`src/rtl/controle_recepcao_serial_pkg.sv`:
```
// Shared ASCII constants, state encodings and helpers for the serial command receiver.
// The character constants are also used by the TX mux, so keep them in sync with it.
package controle_recepcao_serial_pkg;

  localparam logic [7:0] ASC_M    = 8'h4D;
  localparam logic [7:0] ASC_A    = 8'h41;
  localparam logic [7:0] ASC_O    = 8'h4F;
  localparam logic [7:0] ASC_F    = 8'h46;
  localparam logic [7:0] ASC_C    = 8'h43;
  localparam logic [7:0] ASC_H    = 8'h48;
  localparam logic [7:0] ASC_L    = 8'h4C;
  localparam logic [7:0] ASC_HASH = 8'h23;
  localparam logic [7:0] ASC_0    = 8'h30;
  localparam logic [7:0] ASC_9    = 8'h39;

  typedef enum logic [3:0] {
    OCIOSO = 4'd0,
    D2     = 4'd1,
    D1     = 4'd2,
    D0     = 4'd3,
    TERM   = 4'd4,
    VALIDA = 4'd5
  } estado_t;

  typedef enum logic [1:0] {
    SEL_CRIT  = 2'd0,
    SEL_ALTO  = 2'd1,
    SEL_BAIXO = 2'd2
  } sel_nivel_t;

  typedef enum logic [1:0] {
    RX_IDLE  = 2'd0,
    RX_START = 2'd1,
    RX_DATA  = 2'd2,
    RX_STOP  = 2'd3
  } rx_estado_t;

  function automatic logic eh_digito(input logic [7:0] b);
    return (b >= ASC_0) && (b <= ASC_9);
  endfunction

  function automatic logic eh_cmd_nivel(input logic [7:0] b);
    return (b == ASC_C) || (b == ASC_H) || (b == ASC_L);
  endfunction

  function automatic sel_nivel_t sel_de_ascii(input logic [7:0] b);
    sel_nivel_t s;
    if (b == ASC_C)      s = SEL_CRIT;
    else if (b == ASC_H) s = SEL_ALTO;
    else                 s = SEL_BAIXO;
    return s;
  endfunction

endpackage

```
`src/rtl/rx_serial_8N1.sv`:
```
// 8N1 UART receiver: start-bit detect, mid-bit sampling, stop-bit check.
// A low stop bit is treated as a framing error and the byte is dropped.
module rx_serial_8N1
  import controle_recepcao_serial_pkg::*;
#(
  parameter int CLKS_PER_BIT = 434
) (
  input  logic       clock,
  input  logic       reset,
  input  logic       RX,
  output logic [7:0] dados_ascii,
  output logic       pronto
);

  localparam int CW = $clog2(CLKS_PER_BIT + 1);
  localparam logic [CW-1:0] CARGA_MEIO = CW'(CLKS_PER_BIT / 2 - 1);
  localparam logic [CW-1:0] CARGA_BIT  = CW'(CLKS_PER_BIT - 1);

  rx_estado_t    r_estado;
  rx_estado_t    w_prox;
  logic [1:0]    r_sync;
  logic [CW-1:0] r_cnt;
  logic [2:0]    r_bit;
  logic [7:0]    r_dados;
  logic          r_pronto;
  logic          w_rx;
  logic          w_tc;
  logic          w_pronto;

  assign w_rx = r_sync[1];
  assign w_tc = (r_cnt == '0);

  always_ff @(posedge clock or negedge reset) begin
    if (!reset) r_estado <= RX_IDLE;
    else        r_estado <= w_prox;
  end

  always_comb begin
    w_prox = r_estado;
    case (r_estado)
      RX_IDLE:  if (!w_rx) w_prox = RX_START;
      RX_START: if (w_tc) w_prox = w_rx ? RX_IDLE : RX_DATA;
      RX_DATA:  if (w_tc && (r_bit == 3'd7)) w_prox = RX_STOP;
      RX_STOP:  if (w_tc) w_prox = RX_IDLE;
      default:  w_prox = RX_IDLE;
    endcase
  end

  always_comb begin
    w_pronto = (r_estado == RX_STOP) && w_tc && w_rx;
  end

  // The counter doubles as half-bit delay in START and full-bit delay afterwards.
  always_ff @(posedge clock or negedge reset) begin
    if (!reset) begin
      r_sync   <= 2'b11;
      r_cnt    <= CARGA_MEIO;
      r_bit    <= 3'd0;
      r_dados  <= 8'h00;
      r_pronto <= 1'b0;
    end else begin
      r_sync   <= {r_sync[0], RX};
      r_pronto <= w_pronto;
      case (r_estado)
        RX_IDLE: begin
          r_cnt <= CARGA_MEIO;
          r_bit <= 3'd0;
        end
        RX_START: begin
          if (w_tc) r_cnt <= CARGA_BIT;
          else      r_cnt <= r_cnt - CW'(1);
        end
        RX_DATA: begin
          if (w_tc) begin
            r_cnt   <= CARGA_BIT;
            r_dados <= {w_rx, r_dados[7:1]};
            r_bit   <= r_bit + 3'd1;
          end else begin
            r_cnt <= r_cnt - CW'(1);
          end
        end
        default: begin
          if (!w_tc) r_cnt <= r_cnt - CW'(1);
        end
      endcase
    end
  end

  assign dados_ascii = r_dados;
  assign pronto      = r_pronto;

endmodule

```
`src/rtl/controle_recepcao_serial.sv`:
```
// Command decoder for the level controller: parses ASCII commands from the UART
// and holds the BCD thresholds plus manual/valve configuration.
//
// state  | meaning
// OCIOSO | idle, single-byte commands or threshold selector accepted
// D2     | waiting for hundreds digit
// D1     | waiting for tens digit
// D0     | waiting for units digit
// TERM   | waiting for '#'
// VALIDA | ordering check and threshold write
module controle_recepcao_serial
  import controle_recepcao_serial_pkg::*;
#(
  parameter int          CLKS_PER_BIT = 434,
  parameter int          TIMEOUT      = 50000000,
  parameter logic [11:0] NV_CRIT_RST  = 12'h010,
  parameter logic [11:0] NV_ALTO_RST  = 12'h020,
  parameter logic [11:0] NV_BAIXO_RST = 12'h080
) (
  input  logic        clock,
  input  logic        reset,
  input  logic        RX,
  output logic [11:0] nv_crit,
  output logic [11:0] nv_alto,
  output logic [11:0] nv_baixo,
  output logic        manual,
  output logic        abrir_valv,
  output logic        cmd_ok,
  output logic        cmd_erro,
  output logic [3:0]  db_estado
);

  localparam int TO_W = $clog2(TIMEOUT + 1);
  localparam logic [TO_W-1:0] TO_CARGA = TO_W'(TIMEOUT - 1);

  estado_t         r_estado;
  estado_t         w_prox;
  logic [11:0]     r_crit;
  logic [11:0]     r_alto;
  logic [11:0]     r_baixo;
  logic [11:0]     r_buf;
  sel_nivel_t      r_sel;
  logic            r_manual;
  logic            r_abrir;
  logic            r_ok;
  logic            r_erro;
  logic [TO_W-1:0] r_to_cnt;

  logic [7:0]  w_b;
  logic        w_p;
  logic        w_timeout;
  logic [11:0] w_crit_c;
  logic [11:0] w_alto_c;
  logic [11:0] w_baixo_c;
  logic        w_valido;
  logic        w_ok;
  logic        w_erro;
  logic        w_set_man;
  logic        w_clr_man;
  logic        w_set_abr;
  logic        w_clr_abr;
  logic        w_carga_sel;
  logic        w_shift;
  logic        w_grava;

  rx_serial_8N1 #(.CLKS_PER_BIT(CLKS_PER_BIT)) u_rx (
    .clock       (clock),
    .reset       (reset),
    .RX          (RX),
    .dados_ascii (w_b),
    .pronto      (w_p)
  );

  assign w_timeout = (r_estado inside {D2, D1, D0, TERM}) && (r_to_cnt == '0);

  // Candidate triple: the buffer replaces the selected threshold only.
  assign w_crit_c  = (r_sel == SEL_CRIT)  ? r_buf : r_crit;
  assign w_alto_c  = (r_sel == SEL_ALTO)  ? r_buf : r_alto;
  assign w_baixo_c = (r_sel == SEL_BAIXO) ? r_buf : r_baixo;
  assign w_valido  = (w_crit_c < w_alto_c) && (w_alto_c < w_baixo_c);

  always_ff @(posedge clock or negedge reset) begin
    if (!reset) r_estado <= OCIOSO;
    else        r_estado <= w_prox;
  end

  always_comb begin
    w_prox = r_estado;
    case (r_estado)
      OCIOSO: if (w_p && eh_cmd_nivel(w_b)) w_prox = D2;
      D2: begin
        if (w_p)            w_prox = eh_digito(w_b) ? D1 : OCIOSO;
        else if (w_timeout) w_prox = OCIOSO;
      end
      D1: begin
        if (w_p)            w_prox = eh_digito(w_b) ? D0 : OCIOSO;
        else if (w_timeout) w_prox = OCIOSO;
      end
      D0: begin
        if (w_p)            w_prox = eh_digito(w_b) ? TERM : OCIOSO;
        else if (w_timeout) w_prox = OCIOSO;
      end
      TERM: begin
        if (w_p)            w_prox = (w_b == ASC_HASH) ? VALIDA : OCIOSO;
        else if (w_timeout) w_prox = OCIOSO;
      end
      VALIDA:  w_prox = OCIOSO;
      default: w_prox = OCIOSO;
    endcase
  end

  always_comb begin
    w_ok        = 1'b0;
    w_erro      = 1'b0;
    w_set_man   = 1'b0;
    w_clr_man   = 1'b0;
    w_set_abr   = 1'b0;
    w_clr_abr   = 1'b0;
    w_carga_sel = 1'b0;
    w_shift     = 1'b0;
    w_grava     = 1'b0;
    case (r_estado)
      OCIOSO: begin
        if (w_p) begin
          case (w_b)
            ASC_M: begin
              w_set_man = 1'b1;
              w_ok      = 1'b1;
            end
            ASC_A: begin
              w_clr_man = 1'b1;
              w_clr_abr = 1'b1;
              w_ok      = 1'b1;
            end
            ASC_O: begin
              if (r_manual) begin
                w_set_abr = 1'b1;
                w_ok      = 1'b1;
              end else begin
                w_erro = 1'b1;
              end
            end
            ASC_F: begin
              w_clr_abr = 1'b1;
              w_ok      = 1'b1;
            end
            ASC_C, ASC_H, ASC_L: w_carga_sel = 1'b1;
            default: ;
          endcase
        end
      end
      D2, D1, D0: begin
        if (w_p) begin
          if (eh_digito(w_b)) w_shift = 1'b1;
          else                w_erro  = 1'b1;
        end else if (w_timeout) begin
          w_erro = 1'b1;
        end
      end
      TERM: begin
        if (w_p) begin
          if (w_b != ASC_HASH) w_erro = 1'b1;
        end else if (w_timeout) begin
          w_erro = 1'b1;
        end
      end
      VALIDA: begin
        if (w_valido) begin
          w_grava = 1'b1;
          w_ok    = 1'b1;
        end else begin
          w_erro = 1'b1;
        end
      end
      default: ;
    endcase
  end

  always_ff @(posedge clock or negedge reset) begin
    if (!reset) begin
      r_crit   <= NV_CRIT_RST;
      r_alto   <= NV_ALTO_RST;
      r_baixo  <= NV_BAIXO_RST;
      r_buf    <= 12'h000;
      r_sel    <= SEL_CRIT;
      r_manual <= 1'b0;
      r_abrir  <= 1'b0;
      r_ok     <= 1'b0;
      r_erro   <= 1'b0;
      r_to_cnt <= TO_CARGA;
    end else begin
      r_ok   <= w_ok;
      r_erro <= w_erro;

      if (w_set_man)      r_manual <= 1'b1;
      else if (w_clr_man) r_manual <= 1'b0;

      if (w_set_abr)      r_abrir <= 1'b1;
      else if (w_clr_abr) r_abrir <= 1'b0;

      if (w_carga_sel) begin
        r_sel <= sel_de_ascii(w_b);
        r_buf <= 12'h000;
      end else if (w_shift) begin
        r_buf <= {r_buf[7:0], w_b[3:0]};
      end

      if (w_grava) begin
        case (r_sel)
          SEL_CRIT: r_crit  <= r_buf;
          SEL_ALTO: r_alto  <= r_buf;
          default:  r_baixo <= r_buf;
        endcase
      end

      // Timeout down-counter: reloaded on every byte and held while idle.
      if (w_p || (r_estado == OCIOSO) || (r_estado == VALIDA)) r_to_cnt <= TO_CARGA;
      else if (r_to_cnt != '0)                                 r_to_cnt <= r_to_cnt - TO_W'(1);
    end
  end

  assign nv_crit    = r_crit;
  assign nv_alto    = r_alto;
  assign nv_baixo   = r_baixo;
  assign manual     = r_manual;
  assign abrir_valv = r_abrir;
  assign cmd_ok     = r_ok;
  assign cmd_erro   = r_erro;
  assign db_estado  = r_estado;

endmodule

```
`config.mk`:
```
export PLATFORM = sky130hd
export DESIGN_NAME = controle_recepcao_serial
export DESIGN_NICKNAME = d
export VERILOG_FILES = /design/src/rtl/controle_recepcao_serial_pkg.sv /design/src/rtl/rx_serial_8N1.sv /design/src/rtl/controle_recepcao_serial.sv
export SDC_FILE = /design/constraint.sdc
export NUM_CORES = 1
export LEC_CHECK = 0
export BUFFER_PORTS_ARGS = -buffer_cell sky130_fd_sc_hd__buf_2
export CAP_MARGIN = 0
export CORE_UTILIZATION = 50
export DETAILED_ROUTE_END_ITERATION = 8
export PLACE_DENSITY = 0.68
export SLEW_MARGIN = 10
export SYNTH_ARGS = -nofsm -noshare
export SYNTH_HDL_FRONTEND = slang
export SYNTH_SLANG_ARGS = --single-unit
```
`constraint.sdc`:
```
create_clock -name clock -period 10.1 [get_ports clock]
set_input_delay 0.505 -clock clock [delete_from_list [all_inputs] [get_ports clock]]
set_output_delay 0.505 -clock clock [all_outputs]
set_load 0.05 [all_outputs]
```
# After elaboration in Yosys (flattened, before gate mapping)
# Cells that the tools add are included.
[totals]
reg_bits = 109
inputBits = 3
word_cells = 154
output_inout_bits = 44
[op_classes]
mux = 69
n_reduce_logical = 33
addsub = 3
magnitude_cmp = 4
bitwise = 1
eq_ne = 27
[ops]
columns = ["operator", "n"]
rows = [
  ["12-bit two-way mux", 5],
  ["8-bit by 7-bit equality test with 1-bit output, second input constant", 7],
  ["26-bit two-way mux", 2],
  ["1-bit two-way mux", 35],
  ["26-bit zero test", 1],
  ["26-bit nonzero test", 1],
  ["26-bit by 1-bit subtractor with 26-bit output, second input constant", 1],
  ["12-bit less-than comparator", 2],
  ["4-bit two-way mux", 6],
  ["4-bit case mux with 5 select lines", 1],
  ["2-bit two-way mux", 9],
  ["9-bit two-way mux", 2],
  ["9-bit case mux with 2 select lines", 1],
  ["2-bit nonzero test", 5],
  ["9-bit zero test", 1],
  ["3-bit two-way mux", 3],
  ["3-bit OR reduction", 3],
  ["9-bit by 1-bit subtractor with 9-bit output, second input constant", 1],
  ["4-bit by 2-bit equality test with 1-bit output, second input constant", 2],
  ["4-bit by 3-bit equality test with 1-bit output, second input constant", 2],
  ["8-bit by 6-bit equality test with 1-bit output, second input constant", 1],
  ["8-bit by 6-bit >= comparator with 1-bit output, second input constant", 1],
  ["8-bit by 6-bit <= comparator with 1-bit output, second input constant", 1],
  ["2-bit by 1-bit inequality test with 1-bit output, second input constant", 4],
  ["21 further kinds", 40],
]

# Logic depth before layout (Yosys ltp)
# Gate-level depths: netlist of the first run.
[depth]
ltp_word = 7
depth_mapped = 15
ltp_nobuf = 11

# Modules after synthesis
# From an unflattened synthesis of the first run, not the netlist that was laid out.
[unflattened]
hier_cells = 641
hier_area_um2 = 6294.8
[by_module_without_submodules]
columns = ["module", "n_inst", "area_per_inst_um2", "cells_each", "seq_area_each_um2"]
rows = [
  ["controle_recepcao_serial", 1, 4986.0, 520, 2128.3],
  ["rx_serial_8N1", 1, 1308.8, 121, 633.1],
]

# Least setup slack after synthesis of the first run
# No wires, ideal clock.
[synth_path]
kind = "register -> register"
from = "register r_sel[1]"
to = "register r_alto[10], in the netlist nv_alto[10]"
arrival_time_ns = 3.364
path_stages_with_launch = 14
t_required_ns = 9.975
setup_time_ns = 0.125
setup_slack_ns = 6.611
path_buffers = 5
cell_sequence = "dfrtp_1 buf_2 buf_2 nor2_1 buf_1 mux2_2 ha_1 a41o_1 a221o_1 nor2_1 and4_1 buf_6 buf_12 mux2_4"
[synth_via]
elab_chain_cells = 6
word_cells_on_any_way = 11
cone_classes = "2 x order compare; 2 x eq/ne; 5 x mux; 2 x reduce/logical"
[synth_rtl]
columns = ["element", "line_no", "text"]
rows = [
  ["start: declaration", "controle_recepcao_serial.sv:42", "sel_nivel_t r_sel;"],
  ["start signal: assignment", "controle_recepcao_serial.sv:202", "r_sel <= sel_de_ascii(w_b);"],
  ["2-bit zero test", "controle_recepcao_serial.sv:77", "assign w_crit_c = (r_sel == SEL_CRIT) ? r_buf : r_crit;"],
  ["12-bit two-way mux", "-", ""],
  ["named net w_crit_c[7]", "controle_recepcao_serial.sv:52", "logic [11:0] w_crit_c;"],
  ["12-bit less-than comparator", "controle_recepcao_serial.sv:80", "assign w_valido = (w_crit_c < w_alto_c) && (w_alto_c < w_baixo_c);"],
  ["1-bit logical AND", "controle_recepcao_serial.sv:80", ""],
  ["1-bit two-way mux", "controle_recepcao_serial.sv:168", "if (w_valido) begin"],
  ["1-bit two-way mux", "controle_recepcao_serial.sv:122", "case (r_estado)"],
  ["end signal: assignment", "controle_recepcao_serial.sv:211", "SEL_ALTO: r_alto <= r_buf;"],
  ["end: declaration", "controle_recepcao_serial.sv:39", "logic [11:0] r_alto;"],
]
# The timed path passes the listed nets, and every way through them passes these cells.
# A chain may end at the register's enable or synchronous reset.

# Final worst setup path of the first run
[layout_path]
from = "register r_sel[1]"
to = "register r_alto[8], in the netlist nv_alto[8]"
# The elaborated chain is that of the path after synthesis.

==> results of run 1 <==
worst reg2reg max path, delay by kind of cell, from the launching register on:
kind / cells / cell delay [ps]
AO/OA/AOI/OAI: 3 / 610
adder cells (fa/ha/maj): 1 / 310
flip-flops: 1 / 590
multiplexers: 2 / 880
AND/OR/NAND/NOR: 3 / 2090
layout by cell type (no fill, tap or decap), types with 3 or more instances in the layout:
master,synthesis,final
dfrtp_1,82,82
nor2_1,50,50
buf_2,5,45
mux2_2,39,39
nand2_1,39,39
o21ai_0,28,28
ha_1,28,28
dfstp_2,27,27
inv_1,25,25
a21oi_1,25,25
mux2i_1,24,24
mux2_4,20,20
nor3_1,17,17
xnor2_1,15,15
xor2_1,13,13
nand3_1,10,10
clkbuf_16,0,9
nand4_1,8,8
and3_1,8,8
or3_1,8,8
nand2b_1,7,7
o21a_1,6,6
nor4_1,7,6
nor2b_1,5,5
o31ai_1,5,5
a211oi_1,5,5
nor3b_1,4,4
nor4_2,3,4
a31oi_1,4,4
a22o_1,4,4
buf_4,0,4
o221ai_1,3,3
o211ai_1,3,3
and4_1,3,3
a41o_1,3,3
a21o_1,3,3
how the worst min path moves through the flow:
stage	end	slack (ps)
2_1_floorplan	async pin	210
5_1_grt	r_to_cnt[7]	90
3_5_place_dp	u_rx.r_sync[1]	350
4_1_cts	r_to_cnt[7]	80
3_3_place_gp	u_rx.r_sync[1]	350
6_report	r_to_cnt[7]	60
area by class of cell:
type | count | area [um^2] | area share
inverter | 25 | 93.8 | 0.0135
multi-input combinational | 435 | 3310 | 0.476
timing repair buffer | 49 | 255 | 0.0367
sequential | 109 | 2760 | 0.397
clock buffer | 13 | 260 | 0.0374
clock inverter | 3 | 67.6 | 0.00971
tap | 168 | 210 | 0.0302
power breakdown:
part / internal (mW) / total [mW] / switching (mW) / leakage (nW)
Combinational: 0.00277 / 0.0158 / 0.0131 / 1.64
Clock: 0.231 / 0.391 / 0.159 / 0.156
Sequential: 0.439 / 0.441 / 0.00163 / 1.42
metal layers:
metal / vias up / GRT usage / routed length [um]
li1: 2219 / - / -
met4: 0 / 0.0987 / 307
met3: 25 / 0.0344 / 435
met2: 77 / 0.366 / 6500
met1: 2269 / 0.307 / 6350
met5: - / 0 / 0
registers in the layout, indices dropped and copies added (netlist names), 2 cells and up, named ones only:
name	count
u_rx.dados_ascii	8
nv_baixo	12
u_rx.r_cnt	9
r_to_cnt	26
u_rx.r_bit	3
nv_alto	12
u_rx.r_sync	2
db_estado	4
nv_crit	12
r_buf	12
r_sel	2
logic make-up after synthesis:
family                     synth area share
muxes                                 0.157
and+or+nand+nor                       0.164
other                              0.000593
adders and majority gates            0.0554
DFF                                   0.437
xor gates and xnor gates             0.0388
buffers and inverters                0.0402
AOI/OAI and AO/OA                     0.107
stage by stage:
step / util / area, um^2 / setup WS (ps) / std cells
floorplan: - / 6320 / 6610 / 593
global placement: 0.545 / 6630 / 5730 / 786
detailed placement: 0.545 / 6630 / 5640 / 786
CTS: 0.572 / 6960 / 5600 / 802
global route: 0.572 / 6960 / 5260 / 802
finish: 0.572 / 6960 / 5520 / 802
==> results.cfg, run 1 <==
[status]
status = finished, final reports clean

[clock_network]
cts_sinks = 109
cts_root_buffer = clkbuf_16
buffer_count_from_post_cts_setup_fixing = 0
cts-buffers-inserted = 9
worst_skew_pair.late_latency_ps = 350
post_cts_resized = 0
cts.clk_slew.worst_paths_ps = 70
post_cts_hold_buffer_count = 0
ctsHtreeMaxLevel = 3
cts_tree = done
clock_path_buffers = 2

[grt]
grt_first_pass_wirelength_um = 23300
grt_pass1_vias = 4505
overflow = 0
maximum_number_of_pins_on_one_net_before_global_route_repair = 81
antenna_found_initial = 0
gr-usage-all-layers = 0.228

[timing]
final.period_utilization = 0.454
timing.clock.skew_ps = 6.63
worst_pin_slew_ps = 1080
timing.final.setup_violations = 0
maxClockFrequency_mhz = 218
aggregate_negative_setup_slack_ps = 0
final.hold.worst_slack_ps = 63.6
finalMaxSlewViolations = 0
grt_setup_unrepaired = no
post-route-min-period_ps = 4580
hold_viol_final = 0
slew_headroom = 0.276

[power]
max-vdd-ir-drop_mv = 0.0752
power.total_mw = 0.847
pwr_density_cell_mw_per_mm2 = 122
static-leakage-power_nw = 3.22

[synthesis]
netlist_top_cells_count = 82 x dfrtp_1, 50 x nor2_1, 39 x mux2_2, 39 x nand2_1
synth_seq_area_share = 0.437
async_set_or_reset_register_ratio_after_synthesis = 1.00
syn_area_per_cell_um2 = 10.7
synth.top_cells.by_area = dfrtp_1 32%, dfstp_2 11%, mux2_2 6.9%, ha_1 5.5%, mux2_4 4.7%
synthDistinctLibCells = 71
ys_warn_count = 0
synth_edf_count = 0
synthesis.nets = 624
synth-seq-cells = 109
yosys_most_used_dff = dfrtp_1
post_synth_instance_area_mm2 = 0.00632
most_repeated_cell_in_the_gate_level_netlist_after_synthesis = dfrtp_1
synth_largest_area_cell = dfrtp_1
synthCells = 593
synthDominantCellAreaShare = 0.325

[critical_path]
critical_path.reg2reg.endpoint = nv_alto[8]
worstPathMaxFanout = 21
path_cells = nor2_1 > mux2_2 > ha_1 > a211oi_1 > o21ai_0 > a221o_1 > nor2_1 > and4_1 > mux2_2
cp-endpoint = nv_alto[8]
timing.critical_path.from_type = flop
worstSetupStartpoint = r_sel[1]
worst_path_dominant_cell_family = simple AND/OR/NAND/NOR gates
worstPathBufferInverterCount = 0
critPathArrivalTime_ps = 4830
crit_path_max_incr_delay_ps = 960
worstRegToRegCells = 9
crit-reg2reg-launch = r_sel[1]
path_depth = 9
r2r_setup_slack_ps = 5520
worst-setup-path-type = reg2reg
critPathSlowestCell = and4_1
cp.required_ps = 10340
worstSetupEndpointType = flop

[layout]
drive_gt1_frac = 0.265
design.final.nets = 660
area_growth_pct = 10.1
insertedDiodeCount = 0
final.fill_count = 1036

[die]
die_width_um = 114
start_util = 0.520
coreArea_mm2 = 0.0122
die_h_um = 114
placement_rows = 40
io-pin-count = 47
floorplan.die_area_mm2 = 0.0131

[job]
cap_violations = 0

[route]
number_of_remaining_drc_errors = 0
routed_wirelength_um = 13600
route.detailed.vias_per_inst = 5.72
wire_per_inst_um = 16.9
antenna_violating_nets_post_route = 0
first_pass_iters = 5
initial_detailed_routing_violation_count = 197
routed_via_count = 4590

[placed_design]
gp_congestion = 0.878
dp_hpwl_um = 9620
port_buffers = 46

[worst_hold_path]
min-delay-path-class = in2async
Note: power is estimated with default switching activity, not from simulation.
==> inputs of run 2 (changes only) <==
Settings changed: PLACE_DENSITY 0.68 to 0.71.
Clock period 10.1 ns to 3.79 ns, I/O delays scaled along.
==> run 2 against run 1 <==
Compared with the run above:
- first-iteration DRC count is 30% higher
- global-route usage is 0.45 points lower
- cell count is 1.4% higher
- sequential share of layout area is 0.33 points lower
- largest cell class unchanged
- highest routed layer unchanged
==> results.cfg, run 2 (synthesized netlist as in run 1, its figures left out) <==
[die]
die_width_um = 114
die_h_um = 114
start_util = 0.520
floorplan.die_area_mm2 = 0.0131
io-pin-count = 47
coreArea_mm2 = 0.0122
placement_rows = 40

[layout]
drive_gt1_frac = 0.278
layout.cells.most_common = dfrtp_1
largest_register_by_flop_count = r_to_cnt
flip_flop_count_of_the_largest_register_all_copies_and_words_added = 26
design.final.nets = 671
final.fill_count = 1064
area_growth_pct = 11.0
insertedDiodeCount = 0
layout.cells.most_common_list = 82 x dfrtp_1, 50 x nor2_1, 45 x buf_2, 39 x mux2_2, 39 x nand2_1

[critical_path]
path_cells = nand2b_1 > buf_4 > mux2_2 > inv_1 > ha_1 > a211oi_1 > o21ai_0 > a221o_1 > nor2_1 > and4_1 > buf_4 > mux2_2
worst_path_dominant_cell_family = multiplexers
crit_path_max_incr_delay_ps = 480
worst-setup-path-type = reg2reg
critPathArrivalTime_ps = 3650
critPathSlowestCell = dfrtp_1
worstSetupStartpoint = r_sel[1]
cp.required_ps = 4030
worstPathMaxFanout = 16
worstPathBufferInverterCount = 3
crit-reg2reg-launch = r_sel[1]
worstSetupEndpointType = flop
timing.critical_path.from_type = flop

[route]
number_of_remaining_drc_errors = 0
route.detailed.vias_per_inst = 5.67
antenna_violating_nets_post_route = 0
first_pass_iters = 4
routed_wirelength_um = 13400
wire_per_inst_um = 16.5
routed_via_count = 4611
initial_detailed_routing_violation_count = 256

[power]
static-leakage-power_nw = 3.26
p_sw_frac = 0.217
max-vdd-ir-drop_mv = 0.179
power.total_mw = 2.17
clock_power_share = 0.437
internal_power_mw = 1.70
combPwrFrac = 0.021
power_frac_seq = 0.542
p_sw_mw = 0.470
pwr_density_cell_mw_per_mm2 = 309

[timing]
grt_setup_unrepaired = no
worst_pin_slew_ps = 947
aggregate_negative_setup_slack_ps = 0
maxClockFrequency_mhz = 294
post-route-min-period_ps = 3410
hold_viol_final = 0
timing.final.setup_violations = 0
finalMaxSlewViolations = 0
slew_headroom = 0.366
final.period_utilization = 0.899
timing.clock.skew_ps = 10.8

[clock_network]
buffer_count_from_post_cts_setup_fixing = 0
worst_skew_pair.late_latency_ps = 360
ctsHtreeMaxLevel = 3
cts_sinks = 109
cts.clk_slew.worst_paths_ps = 70
cts-buffers-inserted = 9
clock_path_buffers = 2
cts_root_buffer = clkbuf_16
post_cts_resized = 0
cts_tree = done

[job]
cap_violations = 0

[grt]
gr-usage-all-layers = 0.224
maximum_number_of_pins_on_one_net_before_global_route_repair = 55
overflow = 0
grt_first_pass_wirelength_um = 22800
grt_pass1_vias = 4643
antenna_found_initial = 0

[placed_design]
dp_hpwl_um = 9680
gp_congestion = 0.877
port_buffers = 46

[worst_hold_path]
min-delay-path-class = reg2reg
holdCritStartpoint = u_rx.r_sync[0]

[status]
status = finished, final reports clean
## run 2: routing by layer
| metal | up-vias | global-route usage | part of all wire |
|---|---|---|---|
| met1 | 2276 | 0.289 | 0.46 |
| met4 | 0 | 0.0909 | 0.019 |
| met2 | 83 | 0.373 | 0.49 |
| li1 | 2232 | - | - |
| met5 | - | 0 | 0 |
| met3 | 20 | 0.0392 | 0.034 |
## run 2: cell type report
| type | count | area [um^2] | share of cell area |
|---|---|---|---|
| Multi-Input combinational cell | 435 | 3310 | 0.472 |
| Sequential cell | 109 | 2760 | 0.393 |
| Timing Repair Buffer | 60 | 343 | 0.0488 |
| Clock buffer | 13 | 280 | 0.0399 |
| Tap cell | 168 | 210 | 0.0299 |
| Inverter | 25 | 93.8 | 0.0134 |
| Clock inverter | 3 | 17.5 | 0.00250 |
## run 2: per-stage QoR
step	instance area (um^2)	setup WS [ps]	instances	hold slack (ps)	utilization
4_1_cts	7020	414	813	359	0.577
2_1_floorplan	6320	301	593	-106	-
5_1_grt	7020	196	813	365	0.577
6_report	7020	384	813	358	0.577
3_5_place_dp	6700	454	795	282	0.551
3_3_place_gp	6700	542	795	276	0.551
## run 2: path summary, 6_finish.rpt
kind	endpoint	slack, ps	depth (start not counted)
max	nv_alto[1]	380	12
min	u_rx.r_sync[1]	360	0
max reg2reg	nv_alto[1]	380	12
min reg2reg	u_rx.r_sync[1]	360	0
max in group asynchronous	nv_crit[4]	2470	3
min in group asynchronous	r_to_cnt[7]	420	2
## run 2: worst register-to-register path, cell delays in order (launching register included)
cell	delay [ps]
dfrtp_1	480
nand2b_1	150
buf_4	230
mux2_2	390
inv_1	60
ha_1	250
a211oi_1	210
o21ai_0	120
a221o_1	270
nor2_1	260
and4_1	270
buf_4	220
mux2_2	370
## run 2: timing repair
item / CTS / global route
hold buffers: 2 / 0
endpoints found under the hold margin: 33 / 0
endpoints found under the setup margin: 0 / 0
## run 2: power by group through the flow
stage	Combinational, mW	Sequential, mW	Clock [mW]
5_1_grt	0.0527	1.18	1.01
3_5_place_dp	0.0446	1.20	0
2_1_floorplan	0.0127	1.20	0
4_1_cts	0.0464	1.17	0.963
3_3_place_gp	0.0435	1.20	0
6_report	0.0446	1.17	0.947
